<file path="config.mk">
export PLATFORM = sky130hd
export DESIGN_NAME = result_display_ctrl
export DESIGN_NICKNAME = d
export VERILOG_FILES = /design/src/rtl/display_pkg.sv /design/src/rtl/tick_gen.sv /design/src/rtl/result_display_ctrl.sv
export SDC_FILE = /design/constraint.sdc
export NUM_CORES = 1
export LEC_CHECK = 0
export CAP_MARGIN = 30
export CORE_MARGIN = 5
export CORE_UTILIZATION = 55
export DETAILED_ROUTE_END_ITERATION = 8
export PLACE_DENSITY_LB_ADDON = 0.05
export SKIP_CTS_REPAIR_TIMING = 1
export SYNTH_ARGS = -nofsm -noshare
export SYNTH_HDL_FRONTEND = slang
export SYNTH_SLANG_ARGS = --single-unit
</file>
<file path="constraint.sdc">
create_clock -name clk -period 4.1 [get_ports clk]
set_input_delay 0.82 -clock clk [delete_from_list [all_inputs] [get_ports clk]]
set_output_delay 0.82 -clock clk [all_outputs]
set_load 0.03 [all_outputs]
</file>
<file path="src/rtl/display_pkg.sv">
`default_nettype none
// +------------------------------------------------------------------+
// | display_pkg: glyphs, colours and state encodings for the result  |
// | display. Rev 1.0                                                 |
// +------------------------------------------------------------------+
package display_pkg;

  typedef enum logic [1:0] {
    GS_FIGHT  = 2'b00,
    GS_P1_WIN = 2'b01,
    GS_P2_WIN = 2'b10,
    GS_DRAW   = 2'b11
  } game_state_e;

  typedef enum logic [1:0] {
    ST_FIGHT = 2'd0,
    ST_FLASH = 2'd1,
    ST_SHOW  = 2'd2
  } disp_state_e;

  // Active-low segments, bit6=g ... bit0=a
  localparam logic [6:0] GLYPH_W     = 7'h41;
  localparam logic [6:0] GLYPH_I     = 7'h79;
  localparam logic [6:0] GLYPH_N     = 7'h48;
  localparam logic [6:0] GLYPH_L     = 7'h47;
  localparam logic [6:0] GLYPH_O     = 7'h40;
  localparam logic [6:0] GLYPH_S     = 7'h12;
  localparam logic [6:0] GLYPH_E     = 7'h06;
  localparam logic [6:0] GLYPH_DASH  = 7'h3F;
  localparam logic [6:0] GLYPH_BLANK = 7'h7F;

  localparam logic [15:0] COLOUR_GREEN = 16'h07E0;
  localparam logic [15:0] COLOUR_RED   = 16'hF800;
  localparam logic [15:0] COLOUR_WHITE = 16'hFFFF;
  localparam logic [15:0] COLOUR_BLACK = 16'h0000;

  // pos counts from the leftmost digit; only the first four carry text
  function automatic logic [6:0] digit_glyph(game_state_e gs, logic [7:0] pos);
    logic [6:0] g;
    g = GLYPH_BLANK;
    if (pos < 8'd4) begin
      case (gs)
        GS_FIGHT: g = GLYPH_DASH;
        GS_P1_WIN: begin
          case (pos[1:0])
            2'd0:    g = GLYPH_W;
            2'd1:    g = GLYPH_I;
            2'd2:    g = GLYPH_N;
            default: g = GLYPH_BLANK;
          endcase
        end
        GS_P2_WIN: begin
          case (pos[1:0])
            2'd0:    g = GLYPH_L;
            2'd1:    g = GLYPH_O;
            2'd2:    g = GLYPH_S;
            default: g = GLYPH_E;
          endcase
        end
        default: g = GLYPH_O;
      endcase
    end
    return g;
  endfunction

  function automatic logic [15:0] banner_colour(game_state_e gs);
    logic [15:0] c;
    case (gs)
      GS_P1_WIN: c = COLOUR_GREEN;
      GS_P2_WIN: c = COLOUR_RED;
      GS_DRAW:   c = COLOUR_WHITE;
      default:   c = COLOUR_BLACK;
    endcase
    return c;
  endfunction

endpackage
`default_nettype wire

</file>
<file path="src/rtl/tick_gen.sv">
`default_nettype none
// +------------------------------------------------------------------+
// | tick_gen: one-cycle pulse every DIV cycles, restartable by clr.  |
// | Rev 1.0                                                          |
// +------------------------------------------------------------------+
module tick_gen #(
  parameter int DIV = 2
) (
  input  logic clk,
  input  logic rst,
  input  logic clr,
  output logic tick
);

  localparam int            CW   = (DIV > 1) ? $clog2(DIV) : 1;
  localparam logic [CW-1:0] LAST = CW'(DIV - 1);

  logic [CW-1:0] cnt_q, cnt_d;

  always_comb begin
    tick  = (cnt_q == LAST);
    cnt_d = cnt_q + 1'b1;
    if (clr || tick) cnt_d = '0;
  end

  always_ff @(posedge clk) begin
    if (rst) cnt_q <= '0;
    else     cnt_q <= cnt_d;
  end

endmodule
`default_nettype wire

</file>
<file path="src/rtl/result_display_ctrl.sv">
`default_nettype none
// +------------------------------------------------------------------+
// | result_display_ctrl: 7-segment scan and OLED banner driven by    |
// | the game state, with fight blink and result flash. Rev 1.0       |
// +------------------------------------------------------------------+
module result_display_ctrl #(
  parameter int NUM_DIGITS   = 4,
  parameter int SCAN_DIV     = 100_000,
  parameter int BLINK_DIV    = 25_000_000,
  parameter int FLASH_BLINKS = 3,
  parameter int OLED_W       = 96,
  parameter int BANNER_Y0    = 22,
  parameter int BANNER_H     = 20
) (
  input  logic                  clk,
  input  logic                  rst,
  input  logic [12:0]           pixel_index,
  input  logic [1:0]            game_state,
  output logic [6:0]            seg,
  output logic [NUM_DIGITS-1:0] an,
  output logic [15:0]           oled_colour,
  output logic                  result_valid
);

  import display_pkg::*;

  localparam int                IDX_W     = $clog2(NUM_DIGITS);
  localparam logic [IDX_W-1:0]  IDX_LAST  = IDX_W'(NUM_DIGITS - 1);
  localparam int                HALF_W    = $clog2(2 * FLASH_BLINKS + 1);
  localparam logic [HALF_W-1:0] HALF_LAST = HALF_W'(2 * FLASH_BLINKS - 1);
  localparam logic [12:0]       BANNER_LO = 13'(BANNER_Y0 * OLED_W);
  localparam logic [12:0]       BANNER_HI = 13'((BANNER_Y0 + BANNER_H) * OLED_W);

  game_state_e       gs_q, gs_d, gs_prev_q, gs_prev_d, res_q, res_d;
  disp_state_e       state_q, state_d;
  logic              restart, trans;
  logic              scan_tick, blink_tick;
  logic [IDX_W-1:0]  idx_q, idx_d;
  logic [HALF_W-1:0] half_q, half_d;
  logic              phase_q, phase_d;
  logic              visible, in_banner;
  game_state_e       shown_gs;
  logic [6:0]        seg_q, seg_d;
  logic [NUM_DIGITS-1:0] an_q, an_d;
  logic [15:0]       oled_q, oled_d;

  tick_gen #(.DIV(SCAN_DIV)) u_scan_tick (
    .clk  (clk),
    .rst  (rst),
    .clr  (1'b0),
    .tick (scan_tick)
  );

  tick_gen #(.DIV(BLINK_DIV)) u_blink_tick (
    .clk  (clk),
    .rst  (rst),
    .clr  (trans),
    .tick (blink_tick)
  );

  // FSM: state register
  always_ff @(posedge clk) begin
    if (rst) state_q <= ST_FIGHT;
    else     state_q <= state_d;
  end

  // FSM: next state. A new result always (re)starts the flash, even mid-flash.
  always_comb begin
    state_d = state_q;
    restart = 1'b0;
    if (gs_q == GS_FIGHT) begin
      state_d = ST_FIGHT;
    end else if ((gs_q != gs_prev_q) || (state_q == ST_FIGHT)) begin
      state_d = ST_FLASH;
      restart = 1'b1;
    end else if ((state_q == ST_FLASH) && blink_tick && (half_q == HALF_LAST)) begin
      state_d = ST_SHOW;
    end
    trans = restart || (state_d != state_q);
  end

  // FSM: outputs
  always_comb begin
    result_valid = (state_q == ST_SHOW);
    visible      = (state_q == ST_SHOW) || phase_q;
    shown_gs     = (state_q == ST_FIGHT) ? GS_FIGHT : res_q;
  end

  always_comb begin
    gs_d      = game_state_e'(game_state);
    gs_prev_d = gs_q;
    res_d     = restart ? gs_q : res_q;

    idx_d = idx_q;
    if (scan_tick) idx_d = (idx_q == IDX_LAST) ? '0 : idx_q + 1'b1;

    half_d  = half_q;
    phase_d = phase_q;
    if (trans) begin
      half_d  = '0;
      phase_d = 1'b1;
    end else if (blink_tick) begin
      phase_d = ~phase_q;
      if (state_q == ST_FLASH) half_d = half_q + 1'b1;
    end

    // Index 0 is the leftmost digit, which sits on the top anode bit
    seg_d = visible ? digit_glyph(shown_gs, 8'(idx_d)) : GLYPH_BLANK;
    for (int i = 0; i < NUM_DIGITS; i++) begin
      an_d[i] = (i != (NUM_DIGITS - 1 - int'(idx_d)));
    end

    in_banner = (pixel_index >= BANNER_LO) && (pixel_index < BANNER_HI);
    oled_d    = (in_banner && visible && (state_q != ST_FIGHT)) ?
                banner_colour(res_q) : COLOUR_BLACK;
  end

  always_ff @(posedge clk) begin
    if (rst) begin
      gs_q      <= GS_FIGHT;
      gs_prev_q <= GS_FIGHT;
      res_q     <= GS_FIGHT;
      idx_q     <= '0;
      half_q    <= '0;
      phase_q   <= 1'b1;
      seg_q     <= GLYPH_BLANK;
      an_q      <= '1;
      oled_q    <= COLOUR_BLACK;
    end else begin
      gs_q      <= gs_d;
      gs_prev_q <= gs_prev_d;
      res_q     <= res_d;
      idx_q     <= idx_d;
      half_q    <= half_d;
      phase_q   <= phase_d;
      seg_q     <= seg_d;
      an_q      <= an_d;
      oled_q    <= oled_d;
    end
  end

  assign seg         = seg_q;
  assign an          = an_q;
  assign oled_colour = oled_q;

endmodule
`default_nettype wire
</file>
### Word-level counts from Yosys, hierarchy flattened

Cells that the tools add are included.

| word-level totals | value |
|---|---|
| input bits | 17 |
| memories | 0 |
| RAM bits | 0 |
| flip-flop bits (word level) | 83 |
| bits in latches | 0 |
| bits in read-only memories | 0 |
| output and inout bits | 28 |

| operators by class | value |
|---|---|
| multiply operators | 0 |
| $lt $le $gt $ge | 2 |
| shift-type cells | 0 |
| $add $sub $neg | 5 |
| bitwise logic cells | 3 |
| muxes and demuxes | 12 |
| divide/modulo/power cells | 0 |
| equality and inequality tests | 18 |
| reductions and logical operators | 21 |

Operators by type and width:

| kind | count |
|---|---|
| $pmux W16 S3 | 1 |
| $pmux W7 S3 | 2 |
| $reduce_bool A32 Y1 | 1 |
| $add A25 B1 Y25 const B | 1 |
| $eq A25 B25 Y1 const B | 1 |
| $pmux W6 S3 | 1 |
| $add A17 B1 Y17 const B | 1 |
| $eq A17 B17 Y1 const B | 1 |
| $ge A13 B12 Y1 const B | 1 |
| $lt A13 B12 Y1 const B | 1 |
| $eq A2 B2 Y1 const B | 6 |
| $mux W2 | 6 |
| $reduce_or A2 Y1 | 5 |
| $eq A2 B1 Y1 const B | 4 |
| $logic_not A2 Y1 | 4 |
| $ne A3 B3 Y1 const A | 2 |
| $logic_and A1 B1 Y1 | 5 |
| $logic_or A1 B1 Y1 | 4 |
| $ne A2 B2 Y1 | 2 |
| $add A3 B1 Y3 const B | 1 |
| $eq A3 B3 Y1 const B | 1 |
| $ne A2 B3 Y1 const A | 1 |
| $not A1 Y1 | 3 |
| $sub A2 B2 Y3 const A | 1 |
| other kinds (4) | 5 |

### Longest topological paths before layout

| logic depth | value |
|---|---|
| depth in word-level cells | 10 |
| gate-level depth with buffers | 10 |

### Modules after synthesis

From an unflattened synthesis, not the netlist that was laid out.

| second synthesis, totals | value |
|---|---|
| cell total of the unflattened synthesis | 358 |
| area, all modules | 3324.4 um^2 |

By module, submodules not included:

| module | instances | sequential area each (um^2) | area an instance (um^2) | cells each |
|---|---|---|---|---|
| result_display_ctrl | 1 | 560.5 | 1335.0 | 138 |
| tick_gen at u_blink_tick | 1 | 500.5 | 1203.7 | 132 |
| tick_gen at u_scan_tick | 1 | 340.3 | 785.8 | 88 |

### Worst setup path before layout

Ideal clock, no wire load.

| path | value |
|---|---|
| path type | register -> register |
| start point | register u_scan_tick.cnt_q[0] |
| end point | register seg_q[4] (netlist: seg[4]) |
| clock period less this slack | 2.288 ns |
| data required time | 3.984 ns |
| cell stages (with the launch flop) | 11 |
| setup slack | 1.812 ns |
| data arrival time | 2.172 ns |
| cell sequence | dfxtp_1 -> ha_1 -> and4_1 -> nand4_1 -> mux2i_1 -> inv_1 -> ha_1 -> nand2b_1 -> nor2_1 -> o21ai_0 -> a41o_1 |

| between the ends | value |
|---|---|
| cells in the longest elaborated chain, start to end | 5 |

Ends and longest elaborated chain:

| what | line | source |
|---|---|---|
| start: declaration | tick_gen.sv:18 | `logic [CW-1:0] cnt_q, cnt_d;` |
| start signal: assignment | tick_gen.sv:28 | `else cnt_q <= cnt_d;` |
| $eq A17 B17 Y1 * | tick_gen.sv:21 | `tick = (cnt_q == LAST);` |
| $mux W2 * | result_display_ctrl.sv:95 | `if (scan_tick) idx_d = (idx_q == IDX_LAST) ? '0 : idx_q + 1'b1;` |
| net idx_d[0] | result_display_ctrl.sv:38 | `logic [IDX_W-1:0] idx_q, idx_d;` |
| $eq A2 B2 Y1 (tied with other cells) | display_pkg.sv:45, display_pkg.sv:53 |  |
| $pmux W7 S3 or $pmux W6 S3 (tied branches) | display_pkg.sv:53, display_pkg.sv:45 |  |
| $pmux W7 S3 * | display_pkg.sv:42 | `case (gs)` |
| end signal: assignment | result_display_ctrl.sv:136 | `seg_q <= seg_d;` |
| end: declaration | result_display_ctrl.sv:43 | `logic [6:0] seg_q, seg_d;` |

Mark *: on every way through the listed nets, which the timed path passes. The rest lies on a longest branch.
A chain may end at the register's enable or synchronous reset.

### Worst setup path after layout

Same ends and word-level chain as after synthesis.

==> metrics.md <==
| Metric | Value |
|---|---|
| CTS tree | `built` |
| IO buf count | `38` |
| RSZ-0062 raised after global routing | `false` |
| Pint | `949 uW` |
| GR Util All Layers | `0.185` |
| Worst EP arrival | `2.86 ns` |
| Final nets | `420` |
| Vias | `2655` |
| Seq pwr share | `0.567` |
| WL final | `6410 um` |
| Synth Warn # | `0` |
| Part of the power in combinational logic | `0.055` |
| HP Class | `flop to flop` |
| Gate Count Post-Synth | `364` |
| Layout cell share with drive strength beyond 1 | `0.0711` |
| Netlist cell types | `48` |
| Worst-Margin Slew | `0.702 ns` |
| Synth area leader | `dfxtp_1` |
| Iteration-0 DRC Markers | `86` |
| Critical path endpoint category | `flop` |
| Pwr per Cell Area | `322 mW/mm^2` |
| Fin Setup TNS | `0 ns` |
| Leak pwr | `1.30 nW` |
| Die area | `0.00773 mm^2` |
| Final hold vios | `0` |
| NetSw | `288 uW` |
| Worst-path fanout max | `5` |
| Crit path time final | `2.63 ns` |
| Post-route ant nets | `0` |
| Sw Share | `0.233` |
| Slew margin rel. | `0.528` |
| GP Congestion | `0.788` |
| Initial antenna violation count | `0` |
| Root Buffer | `clkbuf_8` |
| # clock sinks | `70` |
| Final Cell Area | `0.00384 mm^2` |
| Via density per instance | `5.66` |
| DRC errors left | `0` |
| Setup violators final | `0` |
| Vias in the first global route | `2476` |
| CTS Buffer Depth | `2` |
| Global-route wire length before repair | `11300 um` |
| Synth top area cells | `dfxtp_1 (42%), xnor2_1 (5.8%), ha_1 (4.5%)` |
| Num ports | `45` |
| Area after DPL | `0.00369 mm^2` |
| Synth Net Count | `393` |
| ANT cells | `0` |
| Pins Over Slew Limit | `0` |
| Most instantiated cells after synthesis | `dfxtp_1 (70), nor2_1 (28), nor3_1 (22), xnor2_1 (22), nand2_1 (21)` |
| Top cell type's share of synthesized area | `0.419` |
| Clock skew | `0.00983 ns` |
| Top_reg_cell synth | `dfxtp_1` |
| TritonRoute pass-1 iters | `4` |
| Fraction of registers with async set/reset | `0` |
| Fillers | `515` |
| Die outline height | `87.9 um` |
| Syn Std Cell Area | `0.00334 mm^2` |
| Status | `completed` |
| Worst path required time | `4.33 ns` |
| Largest net degree at the start of global routing | `25` |
| Drt wl/cell | `13.7 um` |
| Number of synthesized flops with an enable pin | `0` |
| Clock latency on the worst-skew pair | `0.35 ns` |
| Yosys reg bits | `70` |
| Avg Inst Size Synth | `9.18 um^2` |
| Rows | `28` |
| Max-cap violations | `0` |
| Maximum clock frequency | `380 MHz` |
| TritonCTS Buffers | `9` |
| Clk pin slew, worst setup/hold paths | `0.07 ns` |
| Sequential area share after synthesis | `0.419` |
| Initial Util | `0.564` |
| Critical path class | `flop to flop` |
| Peak supply drop | `0.209 mV` |
| Clk pwr share | `0.379` |
| P&R area growth vs syn | `15.1%` |
| Tcrit/Tclk final | `0.641` |
| H-tree depth | `3` |
| Core ar. | `0.00592 mm^2` |
| Die X | `87.9 um` |
| Gr ovfl total | `0` |
| Hpwl dp | `4650 um` |
| CP Launch Type | `flop` |
| Count leader, synth | `dfxtp_1` |
## final cells by class
class	count	area (um^2)	area share
multi-input cells	253	1720	0.448
inverters	16	60.1	0.0156
flip-flops and latches	70	1400	0.364
clock inverters	2	10.0	0.00260
clock buffers	12	145	0.0377
repair buffers	41	410	0.107
well taps	75	93.8	0.0244
## layout by cell type, fill, tap and decap left out, types with 3 or more instances in the layout
| master | count |
|---|---|
| dfxtp_1 | 70 |
| clkdlybuf4s50_1 | 38 |
| nor2_1 | 28 |
| xnor2_1 | 22 |
| nor3_1 | 22 |
| nand2_1 | 21 |
| inv_1 | 16 |
| nand3_1 | 13 |
| ha_1 | 12 |
| nand4_1 | 10 |
| a21oi_1 | 10 |
| o21ai_0 | 10 |
| clkbuf_8 | 10 |
| nor4_1 | 9 |
| o31ai_1 | 8 |
| and4_1 | 7 |
| or3_1 | 7 |
| xor2_1 | 7 |
| nand2b_1 | 6 |
| nor2b_1 | 6 |
| or4_1 | 6 |
| a211oi_1 | 5 |
| mux2i_1 | 4 |
| or4_4 | 4 |
| nor4bb_1 | 3 |
| nor4b_1 | 3 |
| a21o_1 | 3 |
| and2_1 | 3 |
| a41oi_1 | 3 |
| a211oi_2 | 3 |
## layer usage
| layer | track usage | up-vias | part of all wire |
|---|---|---|---|
| li1 | - | 1346 | - |
| met1 | 0.222 | 1252 | 0.45 |
| met2 | 0.313 | 45 | 0.49 |
| met3 | 0.0310 | 12 | 0.039 |
| met4 | 0.103 | 0 | 0.024 |
| met5 | 0 | - | 0 |
## through the flow
step / util / hold slack (ns) / power [mW] / setup slack (ns) / std cells
after floorplan: - / 0.430 / 0.757 / 1.81 / 364
after global placement: 0.621 / 0.447 / 0.781 / 1.22 / 454
after detailed placement: 0.623 / 0.456 / 0.784 / 1.33 / 455
after CTS: 0.649 / 0.472 / 1.25 / 1.46 / 469
after global routing: 0.649 / 0.513 / 1.29 / 1.21 / 469
final: 0.649 / 0.468 / 1.24 / 1.47 / 469
## cell families (layout without fill, tap and decap cells)
family / count (synthesis) / after routing / synth area share
compound gates: 50 / 50 / 0.106
xor+xnor: 29 / 29 / 0.0760
fa+ha+maj: 12 / 12 / 0.0449
buf+inv: 41 / 71 / 0.0644
flops: 70 / 70 / 0.419
mux: 4 / 4 / 0.0120
simple gates: 158 / 158 / 0.277
## flip-flops by register name, summed over array words and instances, names as in the netlist
signal	count
half_q	3
an	4
oled_colour	3
idx_q	2
u_scan_tick.cnt_q	17
gs_prev_q	2
phase_q	1
gs_prev_d	2
res_q	2
u_blink_tick.cnt_q	25
state_q	2
seg	7
## final timing paths
check	from	end	slack, ns	cells past startpoint
setup / recovery	u_scan_tick.cnt_q[0]$_SDFF_PP0_	seg[4]$_SDFF_PP1_	1.47	10
hold / removal	u_scan_tick.cnt_q[0]$_SDFF_PP0_	u_scan_tick.cnt_q[0]$_SDFF_PP0_	0.47	1
setup reg to reg	u_scan_tick.cnt_q[0]$_SDFF_PP0_	seg[4]$_SDFF_PP1_	1.47	10
hold reg to reg	u_scan_tick.cnt_q[0]$_SDFF_PP0_	u_scan_tick.cnt_q[0]$_SDFF_PP0_	0.47	1
## power by group through the flow
| stage | sequential, mW | combinational [mW] | clock [mW] |
|---|---|---|---|
| 6_report | 0.701 | 0.0678 | 0.468 |
| 5_1_grt | 0.702 | 0.0754 | 0.513 |
| 4_1_cts | 0.701 | 0.0683 | 0.483 |
| 3_5_place_dp | 0.717 | 0.0680 | 0 |
| 3_3_place_gp | 0.716 | 0.0647 | 0 |
| 2_1_floorplan | 0.719 | 0.0380 | 0 |
## worst max-delay path: stages (launching register included)
cell	delay [ns]
dfxtp_1	0.37
ha_1	0.23
and4_1	0.25
nand4_1	0.20
mux2i_1	0.43
inv_1	0.18
ha_1	0.25
nand2b_1	0.17
nor2_1	0.09
o21ai_0	0.10
a41o_1	0.23
No activity file was read; power rests on OpenSTA's default activity.
